[src/rtl/trace_pkg.sv]
// -----------------------------------------------------------------------------
// trace_pkg
//   Shared definitions for the trace replay engine: default widths and the
//   FSM state encoding used by trace_replay_engine.
// -----------------------------------------------------------------------------
package trace_pkg;

   // Default widths
   localparam int ADDR_W_DEF   = 32;  // one trace word / cache reference address
   localparam int TRACE_AW_DEF = 16;  // trace memory index width
   localparam int CNT_W_DEF    = 16;  // statistics counter width

   // FSM state encoding
   localparam logic [2:0] ST_IDLE   = 3'd0;
   localparam logic [2:0] ST_FETCH  = 3'd1;
   localparam logic [2:0] ST_SEARCH = 3'd2;
   localparam logic [2:0] ST_UPDATE = 3'd3;
   localparam logic [2:0] ST_DONE   = 3'd4;

endpackage

[src/rtl/sat_counter.sv]
// -----------------------------------------------------------------------------
// sat_counter
//   Saturating up-counter with synchronous clear and increment enable.
//   Once the count reaches all-ones it holds until cleared or reset.
//
// Ports:
//   clk    in   1      system clock, rising edge
//   rst    in   1      asynchronous, active-high reset (count -> 0)
//   clr    in   1      synchronous clear; wins over inc
//   inc    in   1      increment enable
//   count  out  CNT_W  current count
// -----------------------------------------------------------------------------
module sat_counter #(
   parameter int CNT_W = 16
) (
   input  logic             clk,
   input  logic             rst,
   input  logic             clr,
   input  logic             inc,
   output logic [CNT_W-1:0] count
);

   localparam logic [CNT_W-1:0] CNT_ONE = {{(CNT_W-1){1'b0}}, 1'b1};

   // NOTE: sequential state uses non-blocking (<=) so every flop samples the
   // pre-edge values, independent of block ordering.
   always_ff @(posedge clk or posedge rst) begin
      if (rst) begin
         count <= '0;
      end else if (clr) begin
         count <= '0;
      end else if (inc && (count != '1)) begin
         count <= count + CNT_ONE;
      end
   end

endmodule

[src/rtl/trace_replay_engine.sv]
// -----------------------------------------------------------------------------
// trace_replay_engine
//   Replays a trace of reference addresses held in an external memory into a
//   cache using the two-phase search/update protocol, counting references and
//   hits. Each reference takes exactly three cycles: FETCH, SEARCH, UPDATE.
//
// Ports:
//   clk          in   1         system clock, rising edge
//   rst          in   1         asynchronous, active-high reset
//   start        in   1         begin a run (honoured in IDLE / DONE only)
//   abort        in   1         end a run early (honoured in FETCH/SEARCH/UPDATE)
//   trace_len    in   TRACE_AW  references to replay, sampled on accepted start
//   mem_addr     out  TRACE_AW  trace memory index
//   mem_rdata    in   ADDR_W    trace word, valid one cycle after mem_addr changes
//   cache_addr   out  ADDR_W    reference address presented to the cache
//   cache_state  out  1         0 = search phase, 1 = update phase
//   cache_hit    in   1         cache hit indication, sampled in UPDATE
//   ref_count    out  CNT_W     references completed (saturating)
//   hit_count    out  CNT_W     hits observed (saturating)
//   miss_count   out  CNT_W     ref_count - hit_count
//   busy         out  1         high in FETCH, SEARCH, UPDATE
//   done         out  1         high in DONE
// -----------------------------------------------------------------------------
module trace_replay_engine
   import trace_pkg::*;
#(
   parameter int ADDR_W   = ADDR_W_DEF,
   parameter int TRACE_AW = TRACE_AW_DEF,
   parameter int CNT_W    = CNT_W_DEF
) (
   input  logic                clk,
   input  logic                rst,
   input  logic                start,
   input  logic                abort,
   input  logic [TRACE_AW-1:0] trace_len,
   output logic [TRACE_AW-1:0] mem_addr,
   input  logic [ADDR_W-1:0]   mem_rdata,
   output logic [ADDR_W-1:0]   cache_addr,
   output logic                cache_state,
   input  logic                cache_hit,
   output logic [CNT_W-1:0]    ref_count,
   output logic [CNT_W-1:0]    hit_count,
   output logic [CNT_W-1:0]    miss_count,
   output logic                busy,
   output logic                done
);

   localparam logic [TRACE_AW-1:0] IDX_ONE = {{(TRACE_AW-1){1'b0}}, 1'b1};

   logic [2:0]          state;
   logic [TRACE_AW-1:0] index;
   logic [TRACE_AW-1:0] len;

   logic idle_or_done;
   logic accept;
   logic last_ref;
   logic in_update;

   assign idle_or_done = (state == ST_IDLE) || (state == ST_DONE);
   assign busy         = (state == ST_FETCH) || (state == ST_SEARCH) || (state == ST_UPDATE);
   assign done         = (state == ST_DONE);
   assign accept       = start && idle_or_done;
   assign last_ref     = (index == (len - IDX_ONE));
   assign in_update    = (state == ST_UPDATE);

   // A reference is counted on the closing edge of UPDATE, including when
   // abort is asserted in that cycle; a new accepted start clears the counts.
   sat_counter #(.CNT_W(CNT_W)) u_ref_cnt (
      .clk   (clk),
      .rst   (rst),
      .clr   (accept),
      .inc   (in_update),
      .count (ref_count)
   );

   sat_counter #(.CNT_W(CNT_W)) u_hit_cnt (
      .clk   (clk),
      .rst   (rst),
      .clr   (accept),
      .inc   (in_update && cache_hit),
      .count (hit_count)
   );

   // hit_count never exceeds ref_count: both saturate at the same value and
   // hits only ever increment alongside references.
   assign miss_count = ref_count - hit_count;

   always_ff @(posedge clk or posedge rst) begin
      if (rst) begin
         state       <= ST_IDLE;
         index       <= '0;
         len         <= '0;
         mem_addr    <= '0;
         cache_addr  <= '0;
         cache_state <= 1'b0;
      end else begin
         case (state)
            ST_IDLE, ST_DONE: begin
               // start beats abort here; abort is meaningless outside a run.
               if (start) begin
                  len      <= trace_len;
                  index    <= '0;
                  mem_addr <= '0;
                  state    <= (trace_len == '0) ? ST_DONE : ST_FETCH;
               end
            end

            ST_FETCH: begin
               if (abort) begin
                  cache_state <= 1'b0;
                  state       <= ST_DONE;
               end else begin
                  cache_addr  <= mem_rdata;
                  cache_state <= 1'b0;
                  state       <= ST_SEARCH;
               end
            end

            ST_SEARCH: begin
               if (abort) begin
                  cache_state <= 1'b0;
                  state       <= ST_DONE;
               end else begin
                  cache_state <= 1'b1;
                  state       <= ST_UPDATE;
               end
            end

            ST_UPDATE: begin
               cache_state <= 1'b0;
               if (abort || last_ref) begin
                  state <= ST_DONE;
               end else begin
                  index    <= index + IDX_ONE;
                  mem_addr <= index + IDX_ONE;
                  state    <= ST_FETCH;
               end
            end

            // NOTE: a default arm gives every encoding a defined successor so
            // unused codes recover to IDLE instead of locking up.
            default: begin
               cache_state <= 1'b0;
               state       <= ST_IDLE;
            end
         endcase
      end
   end

endmodule

[config.mk]
export PLATFORM = sky130hd
export DESIGN_NAME = trace_replay_engine
export DESIGN_NICKNAME = d
export VERILOG_FILES = /design/src/rtl/trace_pkg.sv /design/src/rtl/sat_counter.sv /design/src/rtl/trace_replay_engine.sv
export SDC_FILE = /design/constraint.sdc
export NUM_CORES = 1
export LEC_CHECK = 0
export ABC_AREA = 1
export BUFFER_PORTS_ARGS = -buffer_cell sky130_fd_sc_hd__buf_2
export CORE_MARGIN = 1
export CORE_UTILIZATION = 54
export CTS_BUF_LIST = sky130_fd_sc_hd__clkbuf_8 sky130_fd_sc_hd__clkbuf_16
export DETAILED_ROUTE_END_ITERATION = 7
export GPL_ROUTABILITY_DRIVEN = 0
export PLACE_DENSITY = 0.9
export SLEW_MARGIN = 15
export SYNTH_ARGS = -nofsm -noshare
export SYNTH_HDL_FRONTEND = slang
export SYNTH_SLANG_ARGS = --single-unit
[constraint.sdc]
create_clock -name clk -period 4.7 [get_ports clk]
set_clock_uncertainty 0.2 [all_clocks]
set_input_delay 1.175 -clock clk [delete_from_list [all_inputs] [get_ports clk]]
set_output_delay 1.175 -clock clk [all_outputs]
set_load 0.01 [all_outputs]
==> run metrics, run 1 <==
post-cts resize count=0; ANT cells=0; antenna violations before repair=0; layout cells sized above 1=26.8%; DR vias/cell=about 5.4; yosys warns=0; PD cells=around 520 mW/mm2; clk buf depth=2; hold depth=2; Req. time, crit path=around 3300 ps; DRT antenna net count=0; dpl hpwl=approximately 12 mm; Final Cycle Share=87.3%; Worst Tran Pin Value=~930 ps; RSZ-0062 raised after global routing=no; die area=between 0.01 and 0.015 mm2; Max stage delay on crit path=390 ps; Fmax=0.244 GHz; Hold WC Path Type=flop to flop; crit-path cells=inv_1 > ha_1 > a21oi_1 > o21ai_1 > a21oi_1 > o21ai_1 > a21boi_0 > o21ai_1 > xor2_1 > buf_2; Core ar.=between 0.01 and 0.015 mm2; Slew HR=a little under two fifths; Area Overhead vs Synth=18.4%; Synth Area per Inst=approximately 8.0 um2; die width=109 um; arrival time at the worst endpoint=~2700 ps; final wirelength=15.7 mm; clk_lat worst skew=roughly 360 ps; vias in the first global route=5,519; FF-to-FF path depth=15; Synth top area share=roughly 40%; sequential share of the synthesized area=40.4%; CTS Hold Buffers Added=0; Critical Path Stages=10; met1 global-route usage=between 30 and 40%; max_cap viols=0; EDFF count, synth=0; launch point of the worst path=u_hit_cnt.count[2]; status=complete, no violations; Syn Nets=approximately 850; fin area=about 0.0073 mm2; Yosys top cell by area=dfrtp_1; layout filler cell count=between 900 and 1,000; clk slew on worst S/H paths=about 80 ps; crit-path max FO=4; CP most frequent cell=o21ai_1; Yosys cell types=43; met2 usage=between 40 and 50%; CTS Buf Count=9; Main synth FF type=dfrtp_1; overall routing resource usage=27.9%; DRC viols=0; WS Path Type=flop to output pin; CTS tree=built; VDD IR max=about 350 uV; Async SR Flop Fraction=100%; chip height=109 um; final-report max-slew violation count=0; cells after synthesis=775; starting density of the core=56.3%; GR peak layer=met2; I/O pin total=between 150 and 200; H-tree levels=3; via count=5,762; clock root cell=clkbuf_16; Post CTS Setup Buffer Count=0; Placement Cell Area=roughly 0.007 mm2; first-pass GRT wire length=25.8 mm; final hold violation count=0; met3 Use GR=under 10%; CTS Sinks=100; CP max-delay cell=dfrtp_1; nets@finish=between 900 and 1,000; Final Critical Period=4100 ps; Rows=38; DRT iter0 DRCs=344; Synth Register Bits=100; largest net degree at the start of global routing=between 70 and 80; final setup fails=0; total power=between 3000 and 4000 uW; Overflow after GRT=0; Avg WL per Cell=around 15 um; setup TNS=0 ps; CP Capture Type=output pin; Mapped Area=0.00619 mm2; # port buffers=approximately 150; ranking of synthesized cells by area=dfrtp_1, nand2_1, mux2_2; HP Start=cache_state; top cell family by delay on the critical path=compound AO/OA/AOI/OAI gates; element type at the critical path start=flop; First-pass DRT Iterations=7; CP Buf/Inv Count=2; r2r startpoint=len[0]; Static Leak=0.00378 uW
==> flip-flops by register name (all words and copies together) (netlist names) <==
name and count:
u_ref_cnt.count 16, u_hit_cnt.count 16, index 16, cache_addr 32
len 16, cache_state 1, state 3
==> placed cells by master (no fill, tap or decap), types with 2 or more instances in the layout <==
master and n:
nand2_1 173, buf_2 151, dfrtp_1 100, nor2_1 84, inv_1 83, nand3_1 45
a21oi_1 40, o21ai_0 34, mux2_2 32, xor2_1 30, nand2_2 23, nor3_1 21
ha_1 19, xnor2_1 13, nand4_1 10, nor4_1 10, clkbuf_16 9, nor2_4 4
nor2_2 4, buf_4 4, nand3_2 3, inv_2 3, o21a_1 3, o21ai_1 3
nand3b_1 3, nor3_2 2, o31ai_1 2, nand2_4 2, inv_6 2, inv_8 2
==> worst reg2reg max path, cell delays in order, from the launching register on <==
cell and delay [ps]:
dfrtp_1 380, inv_2 130, ha_1 230, inv_1 70, nor2_1 110, nand3_1 170
nor3_1 170, nor2_1 60, nor2_1 120, nand2_1 80, nor2_2 140, nand2_2 100
nand3_4 200, nand2_4 220, nand2_1 120, nand2_1 50
==> final timing paths <==
check | endpoint | slack, ps
hold / removal | cache_state | 290
setup / recovery | miss_count[11] | 600
hold reg to reg | cache_state | 290
max in group asynchronous | index[10] | 2570
min in group asynchronous | u_ref_cnt.count[13] | 830
setup reg to reg | index[15] | 2030
==> final cells by class <==
class	instances	area, um2	share of cell area, %
inverters	87	329	4.49
well taps	140	175	2.39
repair buffers	155	786	10.7
clock inverters	7	70.1	0.956
clock buffers	9	225	3.07
flip-flops and latches	100	2500	34.1
multi-input cells	571	3240	44.2
==> cell families after synthesis <==
family | Yosys count | share of synthesized area [%]
xor+xnor | 43 | 6.09
simple gates | 389 | 28.9
compound gates | 87 | 7.44
buf+inv | 104 | 7.18
flops | 100 | 40.4
fa+ha+maj | 20 | 4.17
mux | 32 | 5.82
==> cell usage after synthesis (7+ instances only) <==
cell,count
clkbuf_1,7
nand2_2,23
nand2_1,173
nand4_1,10
ha_1,19
nand3_1,45
a21oi_1,40
dfrtp_1,100
mux2_2,32
xnor2_1,13
inv_1,84
nor3_1,21
o21ai_0,34
nor4_1,10
nor2_1,84
xor2_1,30
==> per-stage QoR <==
stage | std cells | worst slack (ps) | hold slack, ps | util (%)
2_1_floorplan | 775 | 706 | 261 | -
3_3_place_gp | 1053 | 1050 | 263 | 64.0
3_5_place_dp | 1053 | 995 | 271 | 64.0
4_1_cts | 1069 | 595 | 295 | 66.7
5_1_grt | 1069 | 382 | 326 | 66.7
6_report | 1069 | 597 | 290 | 66.7
==> layer usage <==
metal	vias to the layer above	part of all wire [%]
li1	2808	-
met4	0	1.9
met1	2675	42
met5	-	0
met2	250	48
met3	29	8.7
==> power by group <==
group,switching [uW],internal [uW]
clock,363,375
sequential,200,1110
combinational,1060,726
No activity file was read; power rests on OpenSTA's default activity.
==> run 2: changes to the inputs <==
--- a/config.mk
+++ b/config.mk
@@ -6,13 +6,13 @@
 export NUM_CORES = 1
 export LEC_CHECK = 0
 export ABC_AREA = 1
-export BUFFER_PORTS_ARGS = -buffer_cell sky130_fd_sc_hd__buf_2
 export CORE_MARGIN = 1
-export CORE_UTILIZATION = 54
+export CORE_UTILIZATION = 58
 export CTS_BUF_LIST = sky130_fd_sc_hd__clkbuf_8 sky130_fd_sc_hd__clkbuf_16
 export DETAILED_ROUTE_END_ITERATION = 7
+export DONT_BUFFER_PORTS = 1
 export GPL_ROUTABILITY_DRIVEN = 0
-export PLACE_DENSITY = 0.9
+export PLACE_DENSITY = 0.85
 export SLEW_MARGIN = 15
 export SYNTH_ARGS = -nofsm -noshare
 export SYNTH_HDL_FRONTEND = slang
==> constraint.sdc (replaced) <==
create_clock -name clk -period 3.3 [get_ports clk]
set_clock_uncertainty 0.2 [all_clocks]
set_input_delay 0.825 -clock clk [delete_from_list [all_inputs] [get_ports clk]]
set_output_delay 0.825 -clock clk [all_outputs]
set_load 0.01 [all_outputs]
==> run metrics, run 2 (synthesized netlist as in run 1, its figures left out) <==
Placed Cells incl. Taps=924 (-12%); CTS tree=built; CTS Hold Buffers Added=0 (unchanged); CP most frequent cell=o21ai_2; Finished Core Util=68.9% (+2.1 points); total power=5180 uW (+35%); first-pass GRT wire length=25.9 mm (+0.59%); I/O pin total=152 (unchanged); Final Worst Setup Slack=-4.59 ps (-602 ps); CTS Buf Count=9 (unchanged); largest net degree at the start of global routing=65 (-17%); clk slew on worst S/H paths=110 ps (+30 ps); max FFs per register=32 (unchanged); PD cells=728 mW/mm2 (+40%); crit-path cells=ha_4 > nand2_1 > inv_1 > a21oi_4 > o21ai_2 > a21boi_1 > o21ai_2 > xor2_2; Req. time, crit path=2270 ps (-1050 ps); CP Capture Type=output pin; clk_lat worst skew=380 ps (+20 ps); antenna violations before repair=0 (unchanged); Rows=37 (-2.6%); dpl hpwl=11.6 mm (-2.3%); final setup fails=2 (+2); Post-Layout Cell Count=955 (-11%); max_cap viols=0 (unchanged); clock root cell=clkbuf_8; DRC viols=0 (unchanged); RSZ-0062 raised after global routing=yes; starting density of the core=59.9% (+3.6 points); commonest non-fill, non-tap cell in the layout=nand2_1; First-pass DRT Iterations=6 (-1); clk buf depth=2 (unchanged); most frequent cells in the layout=nand2_1, dfrtp_1, nor2_1; Max stage delay on crit path=480 ps (+90 ps); CP max-delay cell=dfrtp_2; DRT iter0 DRCs=420 (+22%); failing checks=setup timing; Area Overhead vs Synth=14.9%; DR vias/cell=5.89 (+9.4%); Avg WL per Cell=17.5 um (+19%); Final Critical Period=between 3000 and 4000 ps; chip height=105 um (-3.4%); H-tree levels=3 (unchanged); # port buffers=0 (-100%); Fmax=0.303 GHz; final-report max-slew violation count=0 (unchanged); die area=0.0111 mm2 (-6.8%); Static Leak=0.00331 uW (-13%); Core ar.=0.0103 mm2 (-6.0%); Overflow after GRT=0 (unchanged); status=complete, but fails checks; element type at the critical path start=flop; Final Cycle Share=100%; layout cells sized above 1=23.8% (-3.0 points); DRT antenna net count=0 (unchanged); Hold WC Path Type=input port to async pin; arrival time at the worst endpoint=2280 ps (-450 ps); crit-path max FO=4 (unchanged); Slew HR=48.9% (+11 points); Worst Tran Pin Value=765 ps (-166 ps); CTS Sinks=100 (unchanged); die width=105 um (-3.4%); final wirelength=16.7 mm (+6.4%); ANT cells=0 (unchanged); via count=5,629 (-2.3%); final hold violation count=0 (unchanged); nets@finish=887 (-11%); overall routing resource usage=29.7% (+1.7 points); register name with the most flops=cache_addr; WS Path Type=flop to output pin; VDD IR max=652 uV (+86%); vias in the first global route=5,444 (-1.4%)
-- run 2: power breakdown --
group | internal [uW] | switching (uW)
clock | 295 | 468
combinational | 998 | 1410
sequential | 1580 | 430
total | 2870 | 2310
-- run 2: layer usage --
layer  vias to the layer above  global-route usage, %  share of wire [%]
met2                       329                   47.9                 47
li1                       2589                      -                  -
met5                         -                      0                  0
met1                      2620                   36.7                 39
met4                         0                   13.2                4.4
met3                        91                   9.09                9.6
-- run 2: critical path, delay by kind of cell, from the launching register on --
kind            cells  cell delay (ps)
xor+xnor            1              270
buf+inv             1               80
simple gates        1               80
compound gates      4              690
flops               1              480
fa+ha+maj           1              280
-- run 2: final cells by class --
| class | instances | area [um2] |
|---|---|---|
| Clock buffer | 9 | 124 |
| Clock inverter | 7 | 68.8 |
| Fill cell | 768 | 3210 |
| Inverter | 87 | 330 |
| Multi-Input combinational cell | 571 | 3560 |
| Sequential cell | 100 | 2510 |
| Tap cell | 136 | 170 |
| Timing Repair Buffer | 45 | 350 |
-- run 2: per-stage QoR --
step                area (um2)  setup TNS, ps  hold slack [ps]  setup slack (ps)
floorplan                 6190              0              261               133
global placement          6480              0              287               102
detailed placement        6480              0              311              21.1
CTS                       6890          -54.1              231             -47.4
global route              7110           -220              269              -126
finish                    7110          -8.76              235             -4.59
-- run 2: final timing paths --
| check | startpoint | end | slack [ps] | depth (start not counted) |
|---|---|---|---|---|
| worst max register to register | u_ref_cnt.count[2] | u_ref_cnt.count[13] | 330 | 10 |
| max in group asynchronous | rst | index[7] | 1880 | 2 |
| worst min-delay path | rst | cache_addr[23] | 240 | 1 |
| worst min register to register | len[15] | len[15] | 340 | 2 |
| worst max-delay path | u_ref_cnt.count[3] | miss_count[11] | -5 | 8 |
| min in group clk | len[15] | len[15] | 340 | 2 |
-- run 2: what timing repair did --
action | 4_1_cts | 5_1_grt
gates cloned | 0 | 0
gates resized for setup | 36 | 35
setup endpoints to repair | 8 | 7
pin swaps | 9 | 17
setup buffers | 8 | 7
==> run 3: changes to the inputs <==
--- a/config.mk
+++ b/config.mk
@@ -5,7 +5,6 @@
 export SDC_FILE = /design/constraint.sdc
 export NUM_CORES = 1
 export LEC_CHECK = 0
-export ABC_AREA = 1
 export CORE_MARGIN = 1
 export CORE_UTILIZATION = 58
 export CTS_BUF_LIST = sky130_fd_sc_hd__clkbuf_8 sky130_fd_sc_hd__clkbuf_16
==> run metrics, run 3 <==
crit-path max FO=3 (-1); Final Worst Setup Slack=-472 ps (-468 ps); Slew HR=36.6% (-12 points); Overflow after GRT=0 (unchanged); register name with the most flops=cache_addr; most frequent cells in the layout=dfrtp_1, nand2_1, nor2_1; Mapped Area=0.00581 mm2 (-6.1%); pre-CTS setup slack=-123 ps (-144 ps); Rows=36 (-2.7%); largest net degree at the start of global routing=67 (+3.1%); Core ar.=0.00973 mm2 (-5.8%); final hold violation count=0 (unchanged); FF-to-FF setup slack=410 ps (+80 ps); VDD IR max=419 uV (-36%); multi-input logic area=0.00329 mm2 (-7.5%); chip height=102 um (-3.0%); commonest non-fill, non-tap cell in the layout=dfrtp_1; Synth top area share=43.1% (+2.6 points); ANT cells=0 (unchanged); ranking of synthesized cells by area=dfrtp_1, mux2_2, xnor2_1; arrival time at the worst endpoint=2750 ps (+470 ps); CTS Sinks=100 (unchanged); synth cell count leaders=dfrtp_1, nand2_1, nor2_1; yosys warns=0 (unchanged); CP Capture Type=output pin; clk slew on worst S/H paths=100 ps (about the same); max FFs per register=32 (unchanged); Main synth FF type=dfrtp_1; sequential share of the synthesized area=43.1% (+2.6 points); failing checks=setup timing; Yosys cell types=68 (+58%); final setup fails=10 (+8); sequential cell area=0.00251 mm2 (-0.10%); EDFF count, synth=0 (unchanged); starting density of the core=59.7% (-0.22 points); clk buf depth=2 (unchanged); clock root cell=clkbuf_8; Avg WL per Cell=18.4 um (+5.2%); status=complete, but fails checks; Syn Nets=685 (-19%); layout filler cell count=758 (-1.3%); worst hold slack=268 ps (+33.0 ps); r2r startpoint=len[2]; CTS tree=built; WS Path Type=flop to output pin; via count=4,755 (-16%); antenna violations before repair=0 (unchanged); cells after synthesis=612 (-21%); Hold WC Path Type=input port to async pin; Req. time, crit path=2270 ps (about the same); H-tree levels=3 (unchanged); final-report max-slew violation count=0 (unchanged); Synth Area per Inst=9.49 um2 (+19%); die width=102 um (-3.0%); DR vias/cell=6.11 (+3.7%); RR Endpoint=index[8]; max_cap viols=0 (unchanged); overall routing resource usage=26.9% (-2.8 points); final wirelength=14.3 mm (-14%); DRC viols=0 (unchanged); Worst Tran Pin Value=948 ps (+183 ps); PD cells=658 mW/mm2 (-9.6%); nets@finish=713 (-20%); Area Overhead vs Synth=13.0%; # port buffers=0 (unchanged); Synth Register Bits=100 (unchanged); Yosys top cell by area=dfrtp_1; layout cells sized above 1=20.0% (-3.8 points); vias in the first global route=4,654 (-15%); DRT iter0 DRCs=234 (-44%); FF-to-FF path depth=7 (-3); clk_lat worst skew=360 ps (-20 ps); CTS Buf Count=9 (unchanged); die area=0.0104 mm2 (-6.0%); Static Leak=0.00296 uW (-11%); Async SR Flop Fraction=100% (unchanged); element type at the critical path start=flop; count leader, synth=dfrtp_1; First-pass DRT Iterations=5 (-1); I/O pin total=152 (unchanged); Fmax=0.265 GHz (-12%); Final Critical Period=3770 ps (+468 ps); Final Cycle Share=114% (+14 points); dpl hpwl=10.2 mm (-12%); DRT antenna net count=0 (unchanged); RSZ-0062 raised after global routing=yes; first-pass GRT wire length=21.9 mm (-15%)
run 3: cell count changes after synthesis, moves of 23 or more:
cell,change
nand2_2,-23
nand3_1,-26
xnor2_1,+25
nand2_1,-85
inv_1,-57
nor2_1,-23
run 3: through the flow:
| stage | total power, uW | area [um2] | utilization [%] | cells | setup TNS (ps) |
|---|---|---|---|---|---|
| floorplan | 3100 | 5830 | - | 612 | -24.8 |
| global placement | 3370 | 6170 | 63.4 | 757 | -209 |
| detailed placement | 3470 | 6170 | 63.4 | 757 | -384 |
| CTS | 4260 | 6440 | 66.2 | 774 | -1930 |
| global route | 4590 | 6570 | 67.5 | 778 | -3550 |
| finish | 4320 | 6570 | 67.5 | 778 | -2640 |
run 3: critical path, stage by stage, from the launching register on:
cell	delay, ps
dfrtp_2	450
ha_4	240
nor2b_4	120
o31a_1	260
o41a_1	360
a211o_1	330
a311o_1	300
a21oi_2	170
xnor2_2	160
run 3: area by class of cell:
class                      count  area share [%]
multi-input combinational    465            50.1
sequential                   100            38.2
timing repair buffer          37            4.76
tap                          133            2.53
clock buffer                   9            1.89
inverter                      27            1.64
clock inverter                 7           0.914
run 3: worst max-delay path by stage:
stage	start	to
after global placement	u_ref_cnt.count[1]	miss_count[15]
after global routing	u_hit_cnt.count[1]	miss_count[15]
after floorplan	u_hit_cnt.count[1]	miss_count[15]
after CTS	u_hit_cnt.count[1]	miss_count[15]
after detailed placement	u_ref_cnt.count[1]	miss_count[12]
final	u_ref_cnt.count[1]	miss_count[15]
run 3: layer usage:
metal  part of all wire (%)  global-route usage [%]  vias up
li1                       -                       -     2192
met1                     40                    33.1     2340
met2                     51                    44.7      195
met3                    7.3                    8.21       28
met4                    1.9                    10.1        0
met5                      0                       0        -
run 3: kinds of logic (layout without fill, tap and decap cells):
logic type	Yosys count	after routing	share of synthesized area, %
multiplexers	44	44	8.35
buffers and inverters	47	80	3.25
AND/OR/NAND/NOR	266	266	22.7
adder cells (fa/ha/maj)	20	20	4.44
XOR/XNOR	59	59	9.13
AO/OA/AOI/OAI	76	76	9.09
flip-flops	100	100	43.1
run 3: power by group:
part,internal (uW),switching (uW),total [uW]
Sequential,1560,461,2020
Combinational,739,814,1550
Clock,288,464,753
Total,2580,1740,4320
run 3: repair_timing:
action / CTS / global route
endpoints found under the setup margin: 10 / 10
pin swaps: 10 / 12
gates cloned: 0 / 0
hold buffers: 0 / 0
resized for setup: 17 / 17
setup buffers: 1 / 4
